$ cat src/rtl/uart_wrapper.sv
`default_nettype none
// ============================================================================
//  Module   : uart_wrapper
//  Purpose  : Copter-side link layer. An internal 8N1 receiver (LSB first,
//             idle high) collects 3-byte command frames {opcode, data_hi,
//             data_lo} and presents them as cmd/data with a sticky cmd_rdy.
//             An internal transmitter sends a 1-byte response on TX.
//  Ports    : clk, rst_n       - clock, asynchronous active-low reset
//             RX, TX           - serial in (async to clk) / serial out
//             cmd, data        - opcode and {byte2, byte3} of last frame
//             cmd_rdy          - sticky "new frame valid" flag
//             clr_cmd_rdy      - pulse to knock cmd_rdy down
//             resp, send_resp  - response byte and start-transmit pulse
//             resp_sent        - sticky "response has fully left TX" flag
//  Params   : BAUD_DIV         - clock cycles per bit (>= 8)
//  Macros   : UART_WRAPPER_FRM_CHK_EN - when defined, a byte whose stop
//             sample is low is dropped and the partial frame is discarded.
//  Revision : 1.0 - initial release
// ============================================================================
module uart_wrapper #(
  parameter int BAUD_DIV = 2604
) (
  input  logic        clk,
  input  logic        rst_n,
  input  logic        RX,
  output logic        TX,
  output logic [7:0]  cmd,
  output logic [15:0] data,
  output logic        cmd_rdy,
  input  logic        clr_cmd_rdy,
  input  logic [7:0]  resp,
  input  logic        send_resp,
  output logic        resp_sent
);

  localparam int            CW        = $clog2(BAUD_DIV);
  localparam logic [CW-1:0] BIT_LAST  = CW'(BAUD_DIV - 1);
  localparam logic [CW-1:0] HALF_LAST = CW'(BAUD_DIV / 2 - 1);

  // --------------------------------------------------------------------------
  // RX synchroniser plus one extra stage for falling-edge detection
  // --------------------------------------------------------------------------
  logic rx_s1, rx_s2, rx_s3;
  logic rx_fall;

  always_ff @(posedge clk or negedge rst_n) begin
    if (!rst_n) begin
      rx_s1 <= 1'b1;
      rx_s2 <= 1'b1;
      rx_s3 <= 1'b1;
    end else begin
      rx_s1 <= RX;
      rx_s2 <= rx_s1;
      rx_s3 <= rx_s2;
    end
  end

  assign rx_fall = rx_s3 & ~rx_s2;

  // --------------------------------------------------------------------------
  // RX byte FSM
  // --------------------------------------------------------------------------
  typedef enum logic {RX_IDLE = 1'b0, RX_RECV = 1'b1} rx_state_t;

  rx_state_t     rx_state;
  logic [CW-1:0] rx_cnt;
  logic [3:0]    rx_bit;      // 0 = start, 1..8 = data, 9 = stop
  logic [7:0]    rx_shift;
  logic          byte_rdy;
  logic          frame_err;
  logic          rx_sample;

  // Start bit is sampled half a bit after the edge, later bits a full bit on;
  // the counter restarts at every sample so timing error never accumulates.
  assign rx_sample = (rx_bit == 4'd0) ? (rx_cnt == HALF_LAST) : (rx_cnt == BIT_LAST);

  always_ff @(posedge clk or negedge rst_n) begin
    if (!rst_n) begin
      rx_state  <= RX_IDLE;
      rx_cnt    <= '0;
      rx_bit    <= 4'd0;
      rx_shift  <= 8'h00;
      byte_rdy  <= 1'b0;
      frame_err <= 1'b0;
    end else begin
      byte_rdy  <= 1'b0;
      frame_err <= 1'b0;
      case (rx_state)
        RX_IDLE: begin
          if (rx_fall) begin
            rx_state <= RX_RECV;
            rx_cnt   <= '0;
            rx_bit   <= 4'd0;
          end
        end
        RX_RECV: begin
          if (rx_sample) begin
            rx_cnt <= '0;
            rx_bit <= rx_bit + 4'd1;
            if (rx_bit == 4'd0) begin
              // Start sample high: the edge was a glitch
              if (rx_s2) rx_state <= RX_IDLE;
            end else if (rx_bit == 4'd9) begin
              rx_state <= RX_IDLE;
`ifdef UART_WRAPPER_FRM_CHK_EN
              if (rx_s2) byte_rdy  <= 1'b1;
              else       frame_err <= 1'b1;
`else
              byte_rdy <= 1'b1;
`endif
            end else begin
              rx_shift <= {rx_s2, rx_shift[7:1]};
            end
          end else begin
            rx_cnt <= rx_cnt + CW'(1);
          end
        end
        default: rx_state <= RX_IDLE;
      endcase
    end
  end

  // --------------------------------------------------------------------------
  // Frame assembly FSM. cmd/data only move on frame completion, so they are
  // stable for the whole time cmd_rdy is high.
  // --------------------------------------------------------------------------
  typedef enum logic [1:0] {
    WAIT_CMD = 2'd0,
    WAIT_DH  = 2'd1,
    WAIT_DL  = 2'd2
  } frm_state_t;

  frm_state_t frm_state;
  logic [7:0] op_shadow;
  logic [7:0] hi_shadow;

  always_ff @(posedge clk or negedge rst_n) begin
    if (!rst_n) begin
      frm_state <= WAIT_CMD;
      op_shadow <= 8'h00;
      hi_shadow <= 8'h00;
      cmd       <= 8'h00;
      data      <= 16'h0000;
      cmd_rdy   <= 1'b0;
    end else begin
      if (frame_err) begin
        frm_state <= WAIT_CMD;
      end else if (byte_rdy) begin
        case (frm_state)
          WAIT_CMD: begin
            op_shadow <= rx_shift;
            frm_state <= WAIT_DH;
          end
          WAIT_DH: begin
            hi_shadow <= rx_shift;
            frm_state <= WAIT_DL;
          end
          WAIT_DL: begin
            cmd       <= op_shadow;
            data      <= {hi_shadow, rx_shift};
            frm_state <= WAIT_CMD;
          end
          default: frm_state <= WAIT_CMD;
        endcase
      end

      // Completion wins over a simultaneous clear
      if (byte_rdy && (frm_state == WAIT_DL))
        cmd_rdy <= 1'b1;
      else if (clr_cmd_rdy || (byte_rdy && (frm_state == WAIT_CMD)))
        cmd_rdy <= 1'b0;
    end
  end

  // --------------------------------------------------------------------------
  // TX FSM. TX is driven straight from a register; the shift register keeps
  // the next bit in position [1] so it can be loaded into TX at a boundary.
  // --------------------------------------------------------------------------
  typedef enum logic {TX_IDLE = 1'b0, TX_XMIT = 1'b1} tx_state_t;

  tx_state_t     tx_state;
  logic [9:0]    tx_shift;
  logic [CW-1:0] tx_cnt;
  logic [3:0]    tx_bit;

  always_ff @(posedge clk or negedge rst_n) begin
    if (!rst_n) begin
      tx_state  <= TX_IDLE;
      tx_shift  <= 10'h3FF;
      tx_cnt    <= '0;
      tx_bit    <= 4'd0;
      TX        <= 1'b1;
      resp_sent <= 1'b0;
    end else begin
      case (tx_state)
        TX_IDLE: begin
          if (send_resp) begin
            tx_shift  <= {1'b1, resp, 1'b0};
            TX        <= 1'b0;
            tx_cnt    <= '0;
            tx_bit    <= 4'd0;
            resp_sent <= 1'b0;
            tx_state  <= TX_XMIT;
          end
        end
        TX_XMIT: begin
          if (tx_cnt == BIT_LAST) begin
            tx_cnt <= '0;
            if (tx_bit == 4'd9) begin
              TX        <= 1'b1;
              resp_sent <= 1'b1;
              tx_state  <= TX_IDLE;
            end else begin
              TX       <= tx_shift[1];
              tx_shift <= {1'b1, tx_shift[9:1]};
              tx_bit   <= tx_bit + 4'd1;
            end
          end else begin
            tx_cnt <= tx_cnt + CW'(1);
          end
        end
        default: tx_state <= TX_IDLE;
      endcase
    end
  end

endmodule
`default_nettype wire

$ cat config.mk
export PLATFORM = sky130hd
export DESIGN_NAME = uart_wrapper
export DESIGN_NICKNAME = d
export VERILOG_FILES = /design/src/rtl/uart_wrapper.sv
export SDC_FILE = /design/constraint.sdc
export NUM_CORES = 1
export LEC_CHECK = 0
export BUFFER_PORTS_ARGS = -buffer_cell sky130_fd_sc_hd__buf_2
export CORE_UTILIZATION = 27
export CTS_CLUSTER_DIAMETER = 100
export DETAILED_ROUTE_END_ITERATION = 7
export SETUP_SLACK_MARGIN = 0.1
export SLEW_MARGIN = 30
export SYNTH_ARGS = -nofsm -noshare
export SYNTH_HDL_FRONTEND = slang
export SYNTH_SLANG_ARGS = --single-unit
$ cat constraint.sdc
create_clock -name clk -period 3.75 [get_ports clk]
set_clock_uncertainty 0.15 [all_clocks]
set_input_delay 0.75 -clock clk [delete_from_list [all_inputs] [get_ports clk]]
set_output_delay 0.75 -clock clk [all_outputs]
set_load 0.01 [all_outputs]
==> results of run 1 <==
==> cell usage after synthesis, types with 5 or more instances <==
master     n  area share (%)
a22o_1     5            0.99
and3_1     7            0.99
clkbuf_1   9            0.77
dfrtp_1   87              49
dfstp_2   12             7.2
ha_1       7             2.0
inv_1     10            0.85
mux2_2    50              13
mux2i_1    6             1.4
nand2_1   23             2.0
nand3_1   10             1.1
nand4_1    5            0.71
nor2_1    22             1.9
o21a_1     7             1.2
o21ai_0   17             1.9
o22a_1     7             1.4
xor2_1     7             1.4
==> kinds of logic (layout without fill, tap and decap cells) <==
group / Yosys count / in the layout
mux: 56 / 56
buf+inv: 21 / 65
xor+xnor: 11 / 11
fa+ha+maj: 7 / 7
flops: 99 / 99
simple gates: 105 / 105
compound gates: 58 / 58
==> flip-flops by register name, indices dropped and copies added, names as in the netlist, 4 cells and up <==
register and cells:
data 16, rx_cnt 12, tx_cnt 12, cmd 8
hi_shadow 8, op_shadow 8, rx_shift 8, tx_shift 8
rx_bit 4, tx_bit 4
==> worst max path at each step <==
stage	start	slack (ps)	end
after floorplan	rx_bit[0]$_DFFE_PN0P_	1480	rx_shift[0]$_DFFE_PN0P_
after global placement	rx_bit[0]$_DFFE_PN0P_	1370	rx_shift[2]$_DFFE_PN0P_
after detailed placement	rx_bit[0]$_DFFE_PN0P_	1300	rx_shift[3]$_DFFE_PN0P_
after CTS	rx_bit[0]$_DFFE_PN0P_	1290	rx_shift[3]$_DFFE_PN0P_
after global routing	rx_bit[0]$_DFFE_PN0P_	1140	rx_shift[3]$_DFFE_PN0P_
final	rx_bit[0]$_DFFE_PN0P_	1300	rx_shift[3]$_DFFE_PN0P_
==> metal layers <==
metal	wire length, µm	vias to the layer above
met4	100	0
li1	-	1372
met2	3933	54
met5	0	-
met1	3885	1417
met3	384	10
==> power by group <==
| part | internal, mW | switching (mW) |
|---|---|---|
| Clock | 0.443 | 0.378 |
| Sequential | 1.25 | 0.173 |
| Combinational | 0.199 | 0.179 |
==> cell type report <==
class / count / area, µm²
Fill cell: 1639 / 10770
Sequential cell: 99 / 2492
Multi-Input combinational cell: 237 / 1836
Tap cell: 216 / 270.3
Clock buffer: 10 / 229.0
Timing Repair Buffer: 41 / 225.2
Inverter: 10 / 37.54
Clock inverter: 4 / 30.03
==> cells in the final DEF, fill, tap and decap left out, types with 2 or more instances in the layout <==
master / netlist / layout
and3_1: 7 / 7
buf_4: 0 / 2
a21oi_1: 3 / 3
nand3b_1: 4 / 4
nor2_1: 22 / 22
mux2i_1: 6 / 6
nand4b_1: 3 / 3
mux2_2: 50 / 50
buf_2: 0 / 38
or4bb_1: 2 / 2
clkinv_4: 0 / 2
dfrtp_1: 87 / 87
o31ai_1: 2 / 2
nand2_1: 23 / 23
and4_1: 2 / 2
o21a_1: 7 / 7
xnor2_1: 4 / 4
nand3_1: 10 / 10
a22o_1: 5 / 5
nor3_2: 2 / 2
a31oi_1: 4 / 4
nand4bb_1: 2 / 2
nor4_1: 4 / 4
inv_1: 10 / 10
nor3b_1: 3 / 3
ha_1: 7 / 7
a21o_1: 3 / 3
o21ai_0: 17 / 17
xor2_1: 7 / 7
clkbuf_16: 0 / 9
dfstp_2: 12 / 12
nand4_1: 5 / 5
o21ai_1: 2 / 2
nand2b_1: 4 / 4
o22a_1: 7 / 7
==> worst max-delay path: cells and delay by family, from the launching register on <==
kind / cells / cell delay (ps)
buffers and inverters: 1 / 80
adders and majority gates: 1 / 180
DFF: 1 / 440
and+or+nand+nor: 4 / 1100
muxes: 1 / 390
==> impl_metrics.env, run 1 <==
export IMPL_drc=0
export IMPL_post_cts_buffers=0
export IMPL_synthesis_nets=377
export IMPL_core_um2=15890
export IMPL_p_leak_nw=2.450
export IMPL_fin_ws_ps=1298
export IMPL_cap_violations=0
export IMPL_syn2layout_area_growth_pct=16.22
export IMPL_ant_nets=0
export IMPL_setup_viol=0
export IMPL_min_period_over_period_pct=65.38
export IMPL_synth_simple_gate_area_share_pct=14.29
export IMPL_dp_slack_ps=1298
export IMPL_dr_pass1_iters=4
export IMPL_cp_slowest_cell="dfrtp_1"
export IMPL_slew_viol_final=0
export IMPL_ys_ff_latch=99
export IMPL_synth_top_family_by_area="simple AND/OR/NAND/NOR gates"
export IMPL_synthArstFlopShare_pct=100.0
export IMPL_max_stage_delay_ps=440
export IMPL_hold_viol=0
export IMPL_r2r_cells=7
export IMPL_cts_buffers=9
export IMPL_post_cts_resize_count=0
export IMPL_arrival_ps=2530
export IMPL_dp_hpwl_um=5659
export IMPL_synth_area_mux_share_pct=14.14
export IMPL_synth_cell_area_um2=4405
export IMPL_grt_antenna_before_repair=0
export IMPL_power_density_nw_per_um2=512.4
export IMPL_grt_overflow_total=0
export IMPL_postCtsHoldBufs=0
export IMPL_whs_endpoint="rx_s2$_DFF_PN1_"
export IMPL_slew_limit_headroom_pct=45.04
export IMPL_cp_cell_sequence="inv_1, ha_1, or3b_4, nor4_4, nor2_2, nor3_4, mux2_2"
export IMPL_synth_compound_area_share_pct=9.032
export IMPL_synthDistinctLibCells=52
export IMPL_yosysWarnings=0
export IMPL_cts_root_buffer="clkbuf_16"
export IMPL_synth_adder_area_share_pct=1.988
export IMPL_outcome="finished clean"
export IMPL_rrSetupSlack_ps=1300
export IMPL_dieArea_um2=16830
export IMPL_syn_area_per_cell_um2=12.34
export IMPL_gr_usage_met2_pct=17.40
export IMPL_insertion_delay_ps=340
export IMPL_gp_congestion=0.8014
export IMPL_drive_above_1_share_pct=31.42
export IMPL_io_pins=40
export IMPL_nNetsFinal=418
export IMPL_grt_pass1_wl_um=14120
export IMPL_worstSetupEndpointType="register"
export IMPL_dieWidth_um=129.7
export IMPL_grt_busiest_layer="met2"
export IMPL_initial_core_util_pct=27.73
export IMPL_cp_data_required_time_ps=3830
export IMPL_post_route_util_pct=32.23
export IMPL_synth_edf_count=0
export IMPL_r2r_end="rx_shift[3]$_DFFE_PN0P_"
export IMPL_placed_cell_area_um2=4861
export IMPL_rsz0062_at_grt="no"
export IMPL_start_kind="register"
export IMPL_cts_max_path_buffers=2
export IMPL_rows=46
export IMPL_cts_num_sinks=99
export IMPL_drt_total_wl_um=8304
export IMPL_io_buffers=39
export IMPL_cts_clk_slew_worst_paths_ps=70
export IMPL_antenna_cells=0
export IMPL_tightest_slew_ps=820.0
export IMPL_min_path_cells=0
export IMPL_grt_max_degree=56
export IMPL_drt_iter0_markers=212
export IMPL_fmax_mhz=407.8
export IMPL_period_needed_ps=2452
export IMPL_ys_seq_area_share_pct=56.57
export IMPL_r2r_start="rx_bit[0]$_DFFE_PN0P_"
export IMPL_min_path_type="register to register"
export IMPL_cts_tree="done"
export IMPL_via_per_inst=4.624
export IMPL_synth_xor_area_share_pct=2.187
export IMPL_grtUsageMet1_pct=13.36
export IMPL_vias=2853
export IMPL_htreeDepth=3
export IMPL_met3_usage_pct=3.854
export IMPL_setup_tns_ps=0
export IMPL_crit_fanout=8
export IMPL_path_class="register to register"
export IMPL_place_inst=603
export IMPL_gr_usage_all_layers_pct=10.73
export IMPL_timing_hold_ws_ps=218.5
export IMPL_vdd_drop_max_uv=243.2
export IMPL_die_h_um=129.7
export IMPL_syn_inst=357
export IMPL_grt_pass1_vias=2901
export IMPL_wl_per_cell_um=13.46
export IMPL_fin_area_um2=5120
export IMPL_ys_flop_type="dfrtp_1"
export IMPL_finalPower_mw=2.623
export IMPL_layout_cells_non_filler=617
export IMPL_min_from="rx_s1$_DFF_PN1_"
Power figures use the tool's default switching activity.
==> run 2: changes to the inputs <==
Clock period 3.75 ns to 2.1 ns, I/O delays scaled along.
==> run 2 against run 1 <==
Against the previous run: the run now ends with setup timing left; hold slack worse by 190 ps; register-to-register slack worse by 1400 ps; sequential share of layout area down 4.4 points; sequential cell count unchanged; die area unchanged; final cell count up 7.0%; power up 90%; setup slack worse by 1400 ps; design area up 9.8%; critical path type unchanged.
==> impl_metrics.env, run 2 (same netlist as run 1, synthesis figures left out) <==
export IMPL_outcome="complete, but fails checks"
export IMPL_violations="setup timing"
export IMPL_grt_pass1_wl_um=15230
export IMPL_cts_buffers=9
export IMPL_post_route_util_pct=35.40
export IMPL_cts_max_path_buffers=2
export IMPL_whs_endpoint="rx_s1$_DFF_PN1_"
export IMPL_reg_largest_list="data (16), rx_cnt (12), tx_cnt (12)"
export IMPL_grt_overflow_total=0
export IMPL_dr_pass1_iters=4
export IMPL_path_class="register to register"
export IMPL_dp_slack_ps=-172.1
export IMPL_p_int_mw=3.556
export IMPL_fmax_mhz=458.6
export IMPL_place_inst=634
export IMPL_arrival_ps=2260
export IMPL_die_h_um=129.7
export IMPL_core_um2=15890
export IMPL_slew_limit_headroom_pct=64.38
export IMPL_antenna_cells=0
export IMPL_r2r_start="rx_bit[1]$_DFFE_PN0P_"
export IMPL_cts_clk_slew_worst_paths_ps=70
export IMPL_via_per_inst=4.641
export IMPL_rsz0062_at_grt="yes"
export IMPL_fin_ws_ps=-80.71
export IMPL_largest_register="data"
export IMPL_power_frac_seq_pct=50.4
export IMPL_grt_max_degree=51
export IMPL_rrSetupSlack_ps=-80
export IMPL_p_sw_share_pct=28.76
export IMPL_final_common_cell="dfrtp_1"
export IMPL_drt_iter0_markers=232
export IMPL_drc=0
export IMPL_cts_root_buffer="clkbuf_16"
export IMPL_vdd_drop_max_uv=347.1
export IMPL_syn2layout_area_growth_pct=27.63
export IMPL_gr_usage_all_layers_pct=11.44
export IMPL_start_kind="register"
export IMPL_drt_total_wl_um=8726
export IMPL_nNetsFinal=459
export IMPL_r2r_cells=8
export IMPL_drive_above_1_share_pct=42.12
export IMPL_cts_num_sinks=99
export IMPL_p_leak_nw=2.713
export IMPL_io_pins=40
export IMPL_rows=46
export IMPL_power_frac_clock_pct=32.4
export IMPL_initial_core_util_pct=27.73
export IMPL_io_buffers=39
export IMPL_min_path_type="input pin to register"
export IMPL_grt_antenna_before_repair=0
export IMPL_r2r_end="rx_shift[3]$_DFFE_PN0P_"
export IMPL_htreeDepth=3
export IMPL_grt_pass1_vias=3093
export IMPL_dieArea_um2=16830
export IMPL_layout_cells_non_filler=660
export IMPL_final_cell_mix="dfrtp_1, mux2_2, buf_2"
export IMPL_gp_congestion=0.7950
export IMPL_p_switching_mw=1.435
export IMPL_crit_fanout=8
export IMPL_insertion_delay_ps=350
export IMPL_cap_violations=0
export IMPL_slew_viol_final=0
export IMPL_setup_viol=11
export IMPL_min_from="RX"
export IMPL_wl_per_cell_um=13.22
export IMPL_ant_nets=0
export IMPL_dieWidth_um=129.7
export IMPL_tightest_slew_ps=534.3
export IMPL_cts_tree="done"
export IMPL_hold_viol=0
export IMPL_setup_tns_ps=-629.8
export IMPL_largest_reg_flops=16
export IMPL_vias=3063
export IMPL_period_needed_ps=2181
export IMPL_min_period_over_period_pct=103.8
export IMPL_min_path_cells=1
export IMPL_dp_hpwl_um=6155
export IMPL_power_density_nw_per_um2=887.7
export IMPL_worstSetupEndpointType="register"
export IMPL_cp_data_required_time_ps=2180
export IMPL_pwr_share_comb_pct=17.2
## run 2: per-stage QoR
stage	cell area (µm²)	hold WS (ps)	power, mW
final	5623	25.11	4.991
after global routing	5623	17.44	5.297
after floorplan	4418	-25.59	3.019
after CTS	5537	18.71	4.988
after detailed placement	5117	197.3	3.330
after global placement	5117	196.3	3.279
## run 2: critical path, cell delays in order (launching register included)
cell	delay, ps
dfrtp_1	400
inv_2	80
ha_4	120
or3b_4	390
nor4_4	190
nor2_2	100
nor3_4	150
buf_12	140
mux2_2	330
## run 2: worst max path at each step
stage,start,end,slack (ps),depth (start not counted)
global placement,rx_bit[1]$_DFFE_PN0P_,rx_shift[7]$_DFFE_PN0P_,-80,8
finish,rx_bit[1]$_DFFE_PN0P_,rx_shift[3]$_DFFE_PN0P_,-80,8
detailed placement,rx_bit[1]$_DFFE_PN0P_,rx_state$_DFF_PN0_,-170,8
floorplan,rx_bit[0]$_DFFE_PN0P_,rx_shift[0]$_DFFE_PN0P_,-170,7
CTS,rx_bit[0]$_DFFE_PN0P_,rx_shift[5]$_DFFE_PN0P_,-70,8
global route,rx_bit[1]$_DFFE_PN0P_,rx_shift[1]$_DFFE_PN0P_,-190,8
## run 2: repair_timing
action / 4_1_cts / 5_1_grt
setup endpoints to repair: 26 / 43
hold buffers: 1 / 0
pin swaps: 10 / 18
resized for setup: 19 / 19
gates cloned: 0 / 1
hold endpoints to repair: 24 / 0
buffers inserted: 6 / 5
## run 2: routing by layer
metal	vias up	global-route usage (%)	share of wire [%]
li1	1467	-	-
met1	1537	14.89	48
met2	51	18.62	48
met3	8	2.870	3.8
met4	0	3.694	0.94
met5	-	0	0
## run 2: cell type report
class	instances	area, µm²
flip-flops and latches	99	2492
well taps	216	270.3
multi-input cells	237	1958
inverters	10	37.54
clock buffers	10	239.0
clock inverters	6	55.05
repair buffers	82	570.5
fillers	1585	10260
## run 2: power by group through the flow
| stage | sequential [mW] | clock [mW] | combinational [mW] |
|---|---|---|---|
| after floorplan | 2.47 | 0 | 0.549 |
| after global placement | 2.52 | 0 | 0.759 |
| after detailed placement | 2.54 | 0 | 0.795 |
| after CTS | 2.51 | 1.67 | 0.811 |
| after global routing | 2.57 | 1.75 | 0.983 |
| final | 2.52 | 1.62 | 0.858 |
==> run 3: changes to the inputs <==
Settings changed: ABC_AREA set to 1.
==> run 3 against run 2 <==
Against the previous run: the flow now finishes without violations; core utilization shrank 2.8 points; critical path depth is the same; count of clock-buffer cells in the layout shrank 1; sequential power shrank 15%; non-clock buffer count shrank 33; routed wire length grew 4.8%; first-iteration DRC count grew 3.9%; sequential share of layout area grew 1.5 points; die area grew 5.7%; synthesized area grew 5.7%; via count grew 12%; synthesized cell count grew 38%; highest routed layer unchanged.
==> impl_metrics.env, run 3 <==
export IMPL_setup_tns_ps=0
export IMPL_path_class="register to register"
export IMPL_crit_fanout=9
export IMPL_min_path_type="input pin to register"
export IMPL_synth_most_common_cell="nand2_1"
export IMPL_dp_hpwl_um=6651
export IMPL_worstSetupEndpointType="register"
export IMPL_ys_ff_latch=99
export IMPL_p_switching_mw=1.422
export IMPL_synthesis_nets=512
export IMPL_start_kind="register"
export IMPL_wl_per_cell_um=12.00
export IMPL_synth_common_cells="nand2_1, dfrtp_1, o21ai_0"
export IMPL_dr_pass1_iters=5
export IMPL_fill_cells=1733
export IMPL_p_leak_nw=2.551
export IMPL_nNetsFinal=557
export IMPL_power_density_nw_per_um2=831.1
export IMPL_drc=0
export IMPL_yosys_area_top_type="dfrtp_1"
export IMPL_drt_total_wl_um=9141
export IMPL_cts_num_sinks=99
export IMPL_yosysWarnings=0
export IMPL_ys_flop_type="dfrtp_1"
export IMPL_setup_viol=0
export IMPL_ys_seq_area_share_pct=53.51
export IMPL_power_frac_clock_pct=35.7
export IMPL_cap_violations=0
export IMPL_grt_overflow_total=0
export IMPL_slew_viol_final=0
export IMPL_drt_iter0_markers=241
export IMPL_largest_register="data"
export IMPL_dieArea_um2=17780
export IMPL_outcome="finished clean"
export IMPL_via_per_inst=4.503
export IMPL_synthArstFlopShare_pct=100.0
export IMPL_core_um2=16700
export IMPL_ant_nets=0
export IMPL_syn2layout_area_growth_pct=16.73
export IMPL_insertion_delay_ps=340
export IMPL_cp_data_required_time_ps=2230
export IMPL_final_cell_mix="nand2_1, dfrtp_1, o21ai_0"
export IMPL_cts_root_buffer="clkbuf_16"
export IMPL_slew_limit_headroom_pct=59.59
export IMPL_tightest_slew_ps=604.4
export IMPL_cts_buffers=9
export IMPL_reg_largest_list="data (16), rx_cnt (12), tx_cnt (12)"
export IMPL_dieWidth_um=133.4
export IMPL_grt_pass1_wl_um=15820
export IMPL_synth_top_area_share_pct=46.74
export IMPL_grt_pass1_vias=3281
export IMPL_cts_clk_slew_worst_paths_ps=80
export IMPL_post_route_util_pct=32.56
export IMPL_p_sw_share_pct=31.48
export IMPL_p_int_mw=3.097
export IMPL_antenna_cells=0
export IMPL_die_h_um=133.4
export IMPL_rsz0062_at_grt="no"
export IMPL_syn_area_per_cell_um2=9.468
export IMPL_arrival_ps=1950
export IMPL_grt_max_degree=32
export IMPL_gr_usage_all_layers_pct=10.97
export IMPL_final_common_cell="nand2_1"
export IMPL_pwr_share_comb_pct=16.7
export IMPL_io_buffers=39
export IMPL_largest_reg_flops=16
export IMPL_initial_core_util_pct=27.89
export IMPL_synthDistinctLibCells=40
export IMPL_synth_cell_area_um2=4658
export IMPL_cts_max_path_buffers=2
export IMPL_vdd_drop_max_uv=379.9
export IMPL_ys_top_cells_by_area="dfrtp_1, nand2_1, dfstp_2"
export IMPL_period_needed_ps=1822
export IMPL_grt_antenna_before_repair=0
export IMPL_synth_edf_count=0
export IMPL_rows=47
export IMPL_vias=3431
export IMPL_gp_congestion=0.8693
export IMPL_io_pins=40
export IMPL_power_frac_seq_pct=47.5
export IMPL_fmax_mhz=548.9
export IMPL_hold_viol=0
export IMPL_htreeDepth=3
export IMPL_cts_tree="done"
export IMPL_finalPower_mw=4.519
export IMPL_min_period_over_period_pct=86.75
export IMPL_syn_inst=492
export IMPL_drive_above_1_share_pct=26.01
==> run 3: cell count changes in the layout (fill, tap and decap cells not counted), moves of 10 or more <==
| cell | before | now |
|---|---|---|
| mux2_2 | 48 | 16 |
| nand3_1 | 9 | 25 |
| o21ai_0 | 12 | 49 |
| buf_4 | 35 | 8 |
| nand4_1 | 5 | 17 |
| inv_1 | 8 | 45 |
| o21ai_2 | 1 | 11 |
| nand2_1 | 21 | 118 |
==> run 3: through the flow <==
stage / setup slack [ps] / hold WS [ps] / area [µm²] / cells
global route: 95.16 / 19.02 / 5438 / 762
finish: 278.3 / 28.87 / 5438 / 762
floorplan: 480.0 / -25.59 / 4658 / 492
CTS: 245.8 / 16.11 / 5430 / 761
global placement: 362.3 / 199.5 / 5126 / 744
detailed placement: 270.1 / 199.0 / 5126 / 744
==> run 3: worst max-delay path, cell delays in order (launching register included) <==
cell	delay (ps)
dfrtp_1	420
inv_1	100
ha_1	190
nand3_2	120
nand2_1	100
clkinv_1	240
nand4_2	280
nand2_1	80
nand2_1	70
==> run 3: routing by layer <==
layer  share of wire (%)  wire (µm)  GRT usage, %
met1                  48       4422         14.28
met2                  48       4361         17.91
met3                 3.0        272         2.359
met4                0.93         85         3.977
met5                   0          0             0
==> run 3: final timing paths <==
kind	from	to	slack, ps	depth (start not counted)
worst max-delay path	rx_bit[0]$_DFFE_PN0P_	rx_shift[4]$_DFFE_PN0P_	280	8
worst min-delay path	RX	rx_s1$_DFF_PN1_	30	1
worst max register to register	rx_bit[0]$_DFFE_PN0P_	rx_shift[4]$_DFFE_PN0P_	280	8
worst min register to register	rx_s1$_DFF_PN1_	rx_s2$_DFF_PN1_	210	0
max in group asynchronous	rst_n	op_shadow[2]$_DFFE_PN0P_	770	3
min in group asynchronous	rst_n	tx_bit[3]$_DFFE_PN0P_	410	2
==> run 3: power by group through the flow <==
| stage | combinational, mW | sequential (mW) | clock [mW] |
|---|---|---|---|
| after floorplan | 0.599 | 2.12 | 0 |
| after global placement | 0.727 | 2.18 | 0 |
| after detailed placement | 0.750 | 2.18 | 0 |
| after CTS | 0.753 | 2.15 | 1.67 |
| after global routing | 0.865 | 2.17 | 1.74 |
| final | 0.755 | 2.15 | 1.62 |
==> run 3: timing repair <==
item / 4_1_cts / 5_1_grt
buffers inserted: 0 / 1
endpoints found under the setup margin: 0 / 5
hold buffers: 1 / 0
endpoints found under the hold margin: 20 / 0
resized for setup: 0 / 0
==> run 3: final cells by class <==
cell class	count	area, µm²	share of cell area, %
clock buffers	9	225.2	4.142
clock inverters	7	68.82	1.266
well taps	220	275.3	5.062
inverters	51	193.9	3.566
multi-input cells	327	1882	34.61
repair buffers	49	300.3	5.522
flip-flops and latches	99	2492	45.84
==> run 3: cell families after synthesis <==
kind of cell	after synthesis	synth area share (%)
flip-flops	99	53.51
AND/OR/NAND/NOR	213	22.56
AO/OA/AOI/OAI	80	10.02
multiplexers	16	3.868
buffers and inverters	66	6.097
XOR/XNOR	11	2.068
adder cells (fa/ha/maj)	7	1.880
